`src/rtl/axi4_lite_master.sv`:
```
// axi4_lite_master: turns single read/write commands into AXI4-Lite
// transactions, one outstanding at a time, with a sticky stall watchdog.
//
// Handshake semantics (all ports): a transfer happens on the rising edge
// where valid && ready are both high; once a valid is raised it is held,
// with its payload stable, until that edge.
module axi4_lite_master #(
  parameter int ADDR_W  = 32,
  parameter int DATA_W  = 32,
  parameter int TIMEOUT = 1024
) (
  input  logic                  clk,
  input  logic                  reset,
  // command port
  input  logic                  cmd_valid,
  output logic                  cmd_ready,
  input  logic                  cmd_write,
  input  logic [ADDR_W-1:0]     cmd_addr,
  input  logic [DATA_W-1:0]     cmd_wdata,
  input  logic [DATA_W/8-1:0]   cmd_wstrb,
  // response port
  output logic                  rsp_valid,
  input  logic                  rsp_ready,
  output logic                  rsp_write,
  output logic [DATA_W-1:0]     rsp_rdata,
  output logic [1:0]            rsp_resp,
  output logic                  timeout_err,
  // AXI4-Lite write address / data / response
  output logic [ADDR_W-1:0]     axi_awaddr,
  output logic                  axi_awvalid,
  input  logic                  axi_awready,
  output logic [DATA_W-1:0]     axi_wdata,
  output logic [DATA_W/8-1:0]   axi_wstrb,
  output logic                  axi_wvalid,
  input  logic                  axi_wready,
  input  logic [1:0]            axi_bresp,
  input  logic                  axi_bvalid,
  output logic                  axi_bready,
  // AXI4-Lite read address / data
  output logic [ADDR_W-1:0]     axi_araddr,
  output logic                  axi_arvalid,
  input  logic                  axi_arready,
  input  logic [DATA_W-1:0]     axi_rdata,
  input  logic [1:0]            axi_rresp,
  input  logic                  axi_rvalid,
  output logic                  axi_rready,
  // debug view of the controller state
  output logic [2:0]            state_dbg
);

  typedef enum logic [2:0] {
    S_IDLE  = 3'd0,
    S_WRITE = 3'd1,
    S_WRESP = 3'd2,
    S_RADDR = 3'd3,
    S_RDATA = 3'd4,
    S_RESP  = 3'd5
  } state_t;

  localparam int CNT_W = (TIMEOUT > 1) ? $clog2(TIMEOUT + 1) : 1;
  localparam logic [CNT_W-1:0] CNT_MAX  = CNT_W'(TIMEOUT);
  localparam logic [CNT_W-1:0] CNT_LAST = CNT_W'((TIMEOUT > 0) ? TIMEOUT - 1 : 0);

  state_t           state;
  logic             aw_done;
  logic             w_done;
  logic [CNT_W-1:0] wd_cnt;

  logic aw_fire;
  logic w_fire;
  logic aw_done_nxt;
  logic w_done_nxt;
  logic waiting;
  logic leaving;

  assign state_dbg   = state;
  assign aw_fire     = axi_awvalid & axi_awready;
  assign w_fire      = axi_wvalid & axi_wready;
  assign aw_done_nxt = aw_done | aw_fire;
  assign w_done_nxt  = w_done | w_fire;

  // Classify the current cycle for the watchdog: an AXI wait state, and
  // whether the state will change on the coming edge.
  always_comb begin
    waiting = 1'b0;
    leaving = 1'b0;
    case (state)
      S_WRITE: begin waiting = 1'b1; leaving = aw_done_nxt & w_done_nxt; end
      S_WRESP: begin waiting = 1'b1; leaving = axi_bvalid;  end
      S_RADDR: begin waiting = 1'b1; leaving = axi_arready; end
      S_RDATA: begin waiting = 1'b1; leaving = axi_rvalid;  end
      default: ;
    endcase
  end

  // Transaction controller; every output is a register updated here.
  always_ff @(posedge clk) begin
    if (reset) begin
      state       <= S_IDLE;
      cmd_ready   <= 1'b1;
      aw_done     <= 1'b0;
      w_done      <= 1'b0;
      axi_awaddr  <= '0;
      axi_awvalid <= 1'b0;
      axi_wdata   <= '0;
      axi_wstrb   <= '0;
      axi_wvalid  <= 1'b0;
      axi_bready  <= 1'b0;
      axi_araddr  <= '0;
      axi_arvalid <= 1'b0;
      axi_rready  <= 1'b0;
      rsp_valid   <= 1'b0;
      rsp_write   <= 1'b0;
      rsp_rdata   <= '0;
      rsp_resp    <= 2'b00;
    end else begin
      case (state)
        S_IDLE: begin
          // cmd_ready is high throughout IDLE, so cmd_valid alone accepts
          if (cmd_valid) begin
            cmd_ready <= 1'b0;
            aw_done   <= 1'b0;
            w_done    <= 1'b0;
            if (cmd_write) begin
              axi_awaddr  <= cmd_addr;
              axi_wdata   <= cmd_wdata;
              axi_wstrb   <= cmd_wstrb;
              axi_awvalid <= 1'b1;
              axi_wvalid  <= 1'b1;
              state       <= S_WRITE;
            end else begin
              axi_araddr  <= cmd_addr;
              axi_arvalid <= 1'b1;
              state       <= S_RADDR;
            end
          end
        end
        S_WRITE: begin
          // AW and W retire independently; leave once both have fired
          if (aw_fire) axi_awvalid <= 1'b0;
          if (w_fire)  axi_wvalid  <= 1'b0;
          aw_done <= aw_done_nxt;
          w_done  <= w_done_nxt;
          if (aw_done_nxt && w_done_nxt) begin
            axi_bready <= 1'b1;
            state      <= S_WRESP;
          end
        end
        S_WRESP: begin
          if (axi_bvalid) begin
            axi_bready <= 1'b0;
            rsp_resp   <= axi_bresp;
            rsp_rdata  <= '0;
            rsp_write  <= 1'b1;
            rsp_valid  <= 1'b1;
            state      <= S_RESP;
          end
        end
        S_RADDR: begin
          if (axi_arready) begin
            axi_arvalid <= 1'b0;
            axi_rready  <= 1'b1;
            state       <= S_RDATA;
          end
        end
        S_RDATA: begin
          if (axi_rvalid) begin
            axi_rready <= 1'b0;
            rsp_rdata  <= axi_rdata;
            rsp_resp   <= axi_rresp;
            rsp_write  <= 1'b0;
            rsp_valid  <= 1'b1;
            state      <= S_RESP;
          end
        end
        S_RESP: begin
          if (rsp_ready) begin
            rsp_valid <= 1'b0;
            cmd_ready <= 1'b1;
            state     <= S_IDLE;
          end
        end
        default: begin
          state     <= S_IDLE;
          cmd_ready <= 1'b1;
        end
      endcase
    end
  end

  // Watchdog: count stalled cycles in an AXI wait state; flag is sticky.
  always_ff @(posedge clk) begin
    if (reset) begin
      wd_cnt      <= '0;
      timeout_err <= 1'b0;
    end else if (!waiting || leaving) begin
      wd_cnt <= '0;
    end else begin
      if (wd_cnt != CNT_MAX) wd_cnt <= wd_cnt + 1'b1;
      if ((TIMEOUT != 0) && (wd_cnt == CNT_LAST)) timeout_err <= 1'b1;
    end
  end

endmodule

```
`config.mk`:
```
export PLATFORM = sky130hd
export DESIGN_NAME = axi4_lite_master
export DESIGN_NICKNAME = d
export VERILOG_FILES = /design/src/rtl/axi4_lite_master.sv
export SDC_FILE = /design/constraint.sdc
export NUM_CORES = 1
export LEC_CHECK = 0
export CAP_MARGIN = 15
export CORE_MARGIN = 2
export CORE_UTILIZATION = 50
export CTS_BUF_LIST = sky130_fd_sc_hd__clkbuf_2
export CTS_CLUSTER_DIAMETER = 60
export DETAILED_ROUTE_END_ITERATION = 12
export DONT_BUFFER_PORTS = 1
export GPL_ROUTABILITY_DRIVEN = 0
export PLACE_DENSITY = 0.73
export SKIP_CTS_REPAIR_TIMING = 1
export SLEW_MARGIN = 20
export SYNTH_ARGS = -nofsm -noshare
export SYNTH_HDL_FRONTEND = slang
export SYNTH_SLANG_ARGS = --single-unit
```
`constraint.sdc`:
```
create_clock -name clk -period 3.7 [get_ports clk]
set_input_delay 0.925 -clock clk [delete_from_list [all_inputs] [get_ports clk]]
set_output_delay 0.925 -clock clk [all_outputs]
set_load 0.005 [all_outputs]
```
# After elaboration in Yosys (flattened, before gate mapping)
# Index checks and enable logic that the tools add are counted.
dict set report totals {
  regBits 159
  in_bits 114
  word_cells 112
  output_inout_bits 146
}
dict set report classes {
  bitwise_logic 8
  n_reduce_logical 25
  n_eq_ne 17
  add_sub_neg 1
  mux 42
}
# operator count
set op_table {}
lappend op_table {{two-way mux 32 bit} 2}
lappend op_table {{case mux 32 bit (2 select lines)} 1}
lappend op_table {{!= test 2 bit, second input constant} 10}
lappend op_table {{two-way mux 3 bit} 6}
lappend op_table {{case mux 3 bit (6 select lines)} 1}
lappend op_table {{AND reduction 3 bit} 6}
lappend op_table {{two-way mux 1 bit} 17}
lappend op_table {{case mux 1 bit (2 select lines)} 8}
lappend op_table {{AND reduction 4 bit} 4}
lappend op_table {{adder 11 x 1 -> 11 bit, second input constant} 1}
lappend op_table {{== test 11 x 10 -> 1 bit, second input constant} 1}
lappend op_table {{!= test 11 bit, second input constant} 1}
lappend op_table {{nonzero test 2 bit} 5}
lappend op_table {{== test 3 x 2 -> 1 bit, second input constant} 2}
lappend op_table {{== test 3 bit, second input constant} 2}
lappend op_table {{two-way mux 2 bit} 3}
lappend op_table {{case mux 1 bit (3 select lines)} 2}
lappend op_table {{AND reduction 6 bit} 1}
lappend op_table {{case mux 1 bit (4 select lines)} 1}
lappend op_table {{case mux 2 bit (2 select lines)} 1}
lappend op_table {{AND reduction 2 bit} 2}
lappend op_table {{OR reduction 4 bit} 1}
lappend op_table {{AND 1 bit} 3}
lappend op_table {{== test 3 x 1 -> 1 bit, second input constant} 1}
lappend op_table {{8 further kinds} 11}

# Logic depth before layout (Yosys ltp)
dict set report logic_depth {
  depth_word 7
  depth_mapped 7
  mapped_depth_nobuf 5
}

# Worst setup path after synthesis
# OpenSTA, ideal clock, no wires.
dict set report synth_timing {
  path_kind {input-to-reg}
  start {input axi_rvalid}
  end {register timeout_err}
  path_stages 5
  t_required_ps 3616
  setup_time_ps 84
  setup_slack_ps 1566
  t_arrival_ps 2050
  n_path_buf 2
  path_cell_list {or4b_1 > and3_1 > clkbuf_1 > buf_2 > o31ai_2}
}
dict set report synth_between {
  elab_chain_cells 4
}
# item line_no
set synth_rtl {}
lappend synth_rtl {{start, declared} 45} ;# input logic axi_rvalid,
lappend synth_rtl {{case mux 1 bit (4 select lines)} 87} ;# case (state)
lappend synth_rtl {{logical OR 1 bit} 196} ;# end else if (!waiting || leaving) begin
lappend synth_rtl {{inverter 1 bit (no line)} --}
lappend synth_rtl {{AND reduction 2 bit (no line)} --}
lappend synth_rtl {{end signal, assigned} 195} ;# timeout_err <= 1'b0;
lappend synth_rtl {{end signal, assigned} 200} ;# if ((TIMEOUT != 0) && (wd_cnt == CNT_LAST)) timeout_err <= 1'b1;
lappend synth_rtl {{end, declared} 27} ;# output logic timeout_err,
# No other way between the ends.
# A chain may end at the register's enable or synchronous reset.

# Final worst setup path
dict set report layout_timing {
  start {register state[0] (netlist: state_dbg[0])}
  end {register axi_wdata[14]}
}
dict set report layout_between {
  elab_chain_cells 2
}
# item line_no
set layout_rtl {}
lappend layout_rtl {{start, declared} 64} ;# state_t state;
lappend layout_rtl {{start signal, assigned} 99} ;# state <= S_IDLE;
lappend layout_rtl {{start signal, assigned} 130} ;# state <= S_WRITE;
lappend layout_rtl {{start signal, assigned} 134} ;# state <= S_RADDR;
lappend layout_rtl {{zero test 3 bit} 117} ;# case (state)
lappend layout_rtl {{AND reduction 3 bit (no line)} --}
lappend layout_rtl {{end signal, assigned} 126} ;# axi_wdata <= cmd_wdata;
lappend layout_rtl {{end, declared} 32} ;# output logic [DATA_W-1:0] axi_wdata,
# No other way between the ends.

==> results <==
- The run finished, with violations left.
- The final reports fail on design-rule violations.
- The area of the core region is approximately 12000 µm².
- The largest fanout of any net on the critical path is 40.
- The number of antenna violations at the first check in global routing was 0.
- The root buffer cell chosen for the clock tree is clkbuf_2.
- For this run, the register share of the synthesized area comes to 0.537.
- Before antenna repair, the detailed router went through 11 iterations.
- The signal on the critical path passes through or4b_1, nor2_8, buf_4, nand2_1, a21oi_1.
- The initial detailed-routing violation count is between 300 and 400.
- The clock latency on the worst-skew pair is approximately 0.7 ns.
- The remaining antenna violation count is 0.
- Leaving out fill and tap cells, the most frequent cells in the layout are 246 x nand2_1, 159 x dfxtp_1, 140 x a21oi_1.
- The share of flip-flops with an asynchronous set or reset is 0.
- The number of global-route vias before repair is between 4000 and 5000.
- Counting every instance in the synthesized netlist gives 727.
- The critical path's slowest cell is or4b_1.
- In this run the number of H-tree levels came out at 4.
- The post-synthesis compound-gate area fraction was 0.145.
- The clock slew at the register clock pins of the worst setup and hold paths is 0.20 ns.
- Setup violations remaining at the end of the flow were counted as 0.
- The count of inserted antenna diode cells is 0.
- The power density of the placed cells is 612 nW/µm².
- The highest cell delay on the worst timing path is roughly 0.8 ns.
- The analysis attributes to cell leakage a power of 2.02 nW.
- The sink count of the clock tree is 159.
- The leading register cell type out of synthesis is dfxtp_1.
- The mapped cell area is a little under 6000 µm².
- The synthesized design contains 159 register bits.
- Clock skew on the completed layout was measured at between 0.02 and 0.025 ns.
- Averaged over all synthesized cells, the footprint is between 8 and 9 µm².
- The final critical-path setup slack is 1.22 ns.
- The count of distinct cell types in the synthesized netlist is 46.
- The worst min-delay path class is primary input to flop.
- Entering global routing, the biggest net connects around 160 pins.
- At the end of the flow, the number of nets in the layout was 813.
- The HPWL after detailed placement is 10.1 mm.
- The number of hold violations in the final report was 0.
- The number of nets produced by synthesis is 843.
- The routed wire length is around 15 mm.
- During I/O placement, the number of pins put on the boundary was 260.
- The first global-routing pass estimated ~23 mm of wire.
- Total power for the finished layout comes to around 3.7 mW.
- The xor/xnor cell area share of the yosys netlist is 0.0118.
- The worst slack after detailed placement is 0.989 ns.
- The count of standard-cell rows is 39.
- Of the total synthesized cell area, the portion taken by AND, OR, NAND and NOR gates is 0.242.
- Data on the critical path arrives at its endpoint at about 3.1 ns.
- In this run the deepest clock path goes through 2 buffers.
- Setup repair after global routing left no endpoint under its margin.
- The clock tree from TritonCTS is done.
- In the detailed route, the total length drawn on met3 is 1.66 mm.
- The number of pins with negative max-slew slack in the final report is 0.
- At the pin with the least slew margin, the transition time is around 1.0 ns.
- In this run, synthesis inferred 0 flip-flops with an integrated enable.
- By area, the combinational part of the netlist is dominated by simple AND/OR/NAND/NOR gates.
- The arithmetic-cell share of the synthesized area counting full adders, half adders and majority gates is 0.00422.
- The peak ir drop on the vdd network is approximately 400 µV.
- The global routing usage summed across all routing layers is 0.223.
- By startpoint and endpoint, the worst setup path is classified as flop to flop.
- The DRC violations left is 19.
- The count of warnings emitted by yosys is 0.
- Measured against the total synthesized area, the mux share comes to 0.00675.
- Timing would allow up to roughly 400 MHz.
- In this run, CTS created clock tree buffers numbering 17.
- Measured on the finished design, the core utilization comes to 0.529.
- The final route contains just under 5000 vias.
- In this run the vertical extent of the chip is about 110 µm.
- The horizontal die dimension is approximately 110 µm.
- Measured against its own limit, the worst slew margin works out to 0.329.
- The worst setup path is captured at a flop.
- Leaving out fill and tap cells, the most frequent cell in the layout is nand2_1.
- The tool flagged a number of max-cap violations equal to 0.
- The kind of start point of the critical path is a flop.
- The share of final-layout standard cells stronger than drive strength 1 is 0.0635.
- The aggregate negative setup slack is 0 ns.
- The top routing layer in use is met4.
- The floorplan die area is about 13000 µm².
- After detailed routing, the met2 layer carries approximately 7.3 mm of wire.
- The area growth from synthesis to layout is 2.79%.
- The final critical delay including setup and external delays is ~2.5 ns.
- The critical path data required time is approximately 4.3 ns.
- After detailed routing, the number of vias per cell comes to 5.69.
- The number of I/O port buffers is 0.
- In the final routed layout, each cell accounts on average for 17.2 µm.
- The total congestion overflow is 0.
- The starting density of the core is 0.515.
- The final clock period utilization by the worst path is 0.671.
- The wire length on met1 is around 5.5 mm.
-- final cells by class --
cell class / count / area [µm²]
Tap cell: 143 / 179
Inverter: 6 / 22.5
Clock buffer: 20 / 100
Fill cell: 1061 / 5420
Clock inverter: 11 / 119
Multi-Input combinational cell: 507 / 2440
Sequential cell: 159 / 3180
Timing Repair Buffer: 6 / 52.6
-- per-stage QoR --
step           hold WS (ns)  cell area, µm²  instances
2_1_floorplan         0.448            5930        727
3_3_place_gp          0.455            5860        820
3_5_place_dp          0.461            5860        820
4_1_cts               0.151            6080        851
5_1_grt               0.132            6090        852
6_report              0.267            6090        852
-- worst max-delay path, delay by kind of cell, from the launching register on --
| kind | cells | cell delay (ns) |
|---|---|---|
| compound gates | 1 | 0.14 |
| buf+inv | 1 | 0.34 |
| flops | 1 | 0.56 |
| simple gates | 3 | 1.36 |
-- final timing paths --
kind	from	endpoint	slack, ns	depth (start not counted)
max	state_dbg[0]	axi_wdata[14]	1.22	5
min	reset	rsp_rdata[18]	0.27	1
max reg2reg	state_dbg[0]	axi_wdata[14]	1.22	5
min reg2reg	rsp_rdata[20]	rsp_rdata[20]	0.49	2
-- layer usage --
metal | vias to the layer above | track usage
met4 | 0 | 0.0805
met1 | 2231 | 0.238
met3 | 21 | 0.106
met2 | 238 | 0.387
li1 | 2355 | -
met5 | - | 0
-- Yosys cell counts, drive strengths merged (2+ instances only) --
| cell type | n | area, µm² |
|---|---|---|
| a211oi | 4 | 30.0 |
| a21oi | 141 | 709 |
| a32oi | 2 | 17.5 |
| and3 | 2 | 12.5 |
| buf | 15 | 144 |
| clkbuf | 40 | 150 |
| dfxtp | 159 | 3180 |
| ha | 2 | 25.0 |
| inv | 6 | 22.5 |
| mux2i | 4 | 40.0 |
| nand2 | 247 | 927 |
| nand2b | 2 | 12.5 |
| nand3 | 36 | 180 |
| nand3b | 2 | 15.0 |
| nand4 | 2 | 12.5 |
| nor2 | 15 | 80.1 |
| nor3 | 11 | 60.1 |
| nor4 | 4 | 25.0 |
| nor4b | 3 | 26.3 |
| o21ai | 2 | 10.0 |
| o31ai | 2 | 20.0 |
| or4b | 2 | 20.0 |
| xnor2 | 4 | 35.0 |
| xor2 | 4 | 35.0 |
-- cell families after synthesis --
kind of cell / Yosys count
mux: 4
simple gates: 333
buf+inv: 61
fa+ha+maj: 2
compound gates: 160
flops: 159
xor+xnor: 8
-- power breakdown --
part / leakage (nW) / switching [mW] / total (mW) / internal (mW)
clock: 0.132 / 0.575 / 0.883 / 0.308
combinational: 0.598 / 0.498 / 0.729 / 0.231
sequential: 1.29 / 0.215 / 2.12 / 1.90
-- flip-flops by register name (all words and copies together), names as in the netlist, 2 cells and up --
signal	cells
state_dbg	3
axi_wstrb	4
axi_wdata	32
axi_awaddr	32
rsp_resp	2
rsp_rdata	32
axi_araddr	32
wd_cnt	11
No activity file was read; power rests on OpenSTA's default activity.
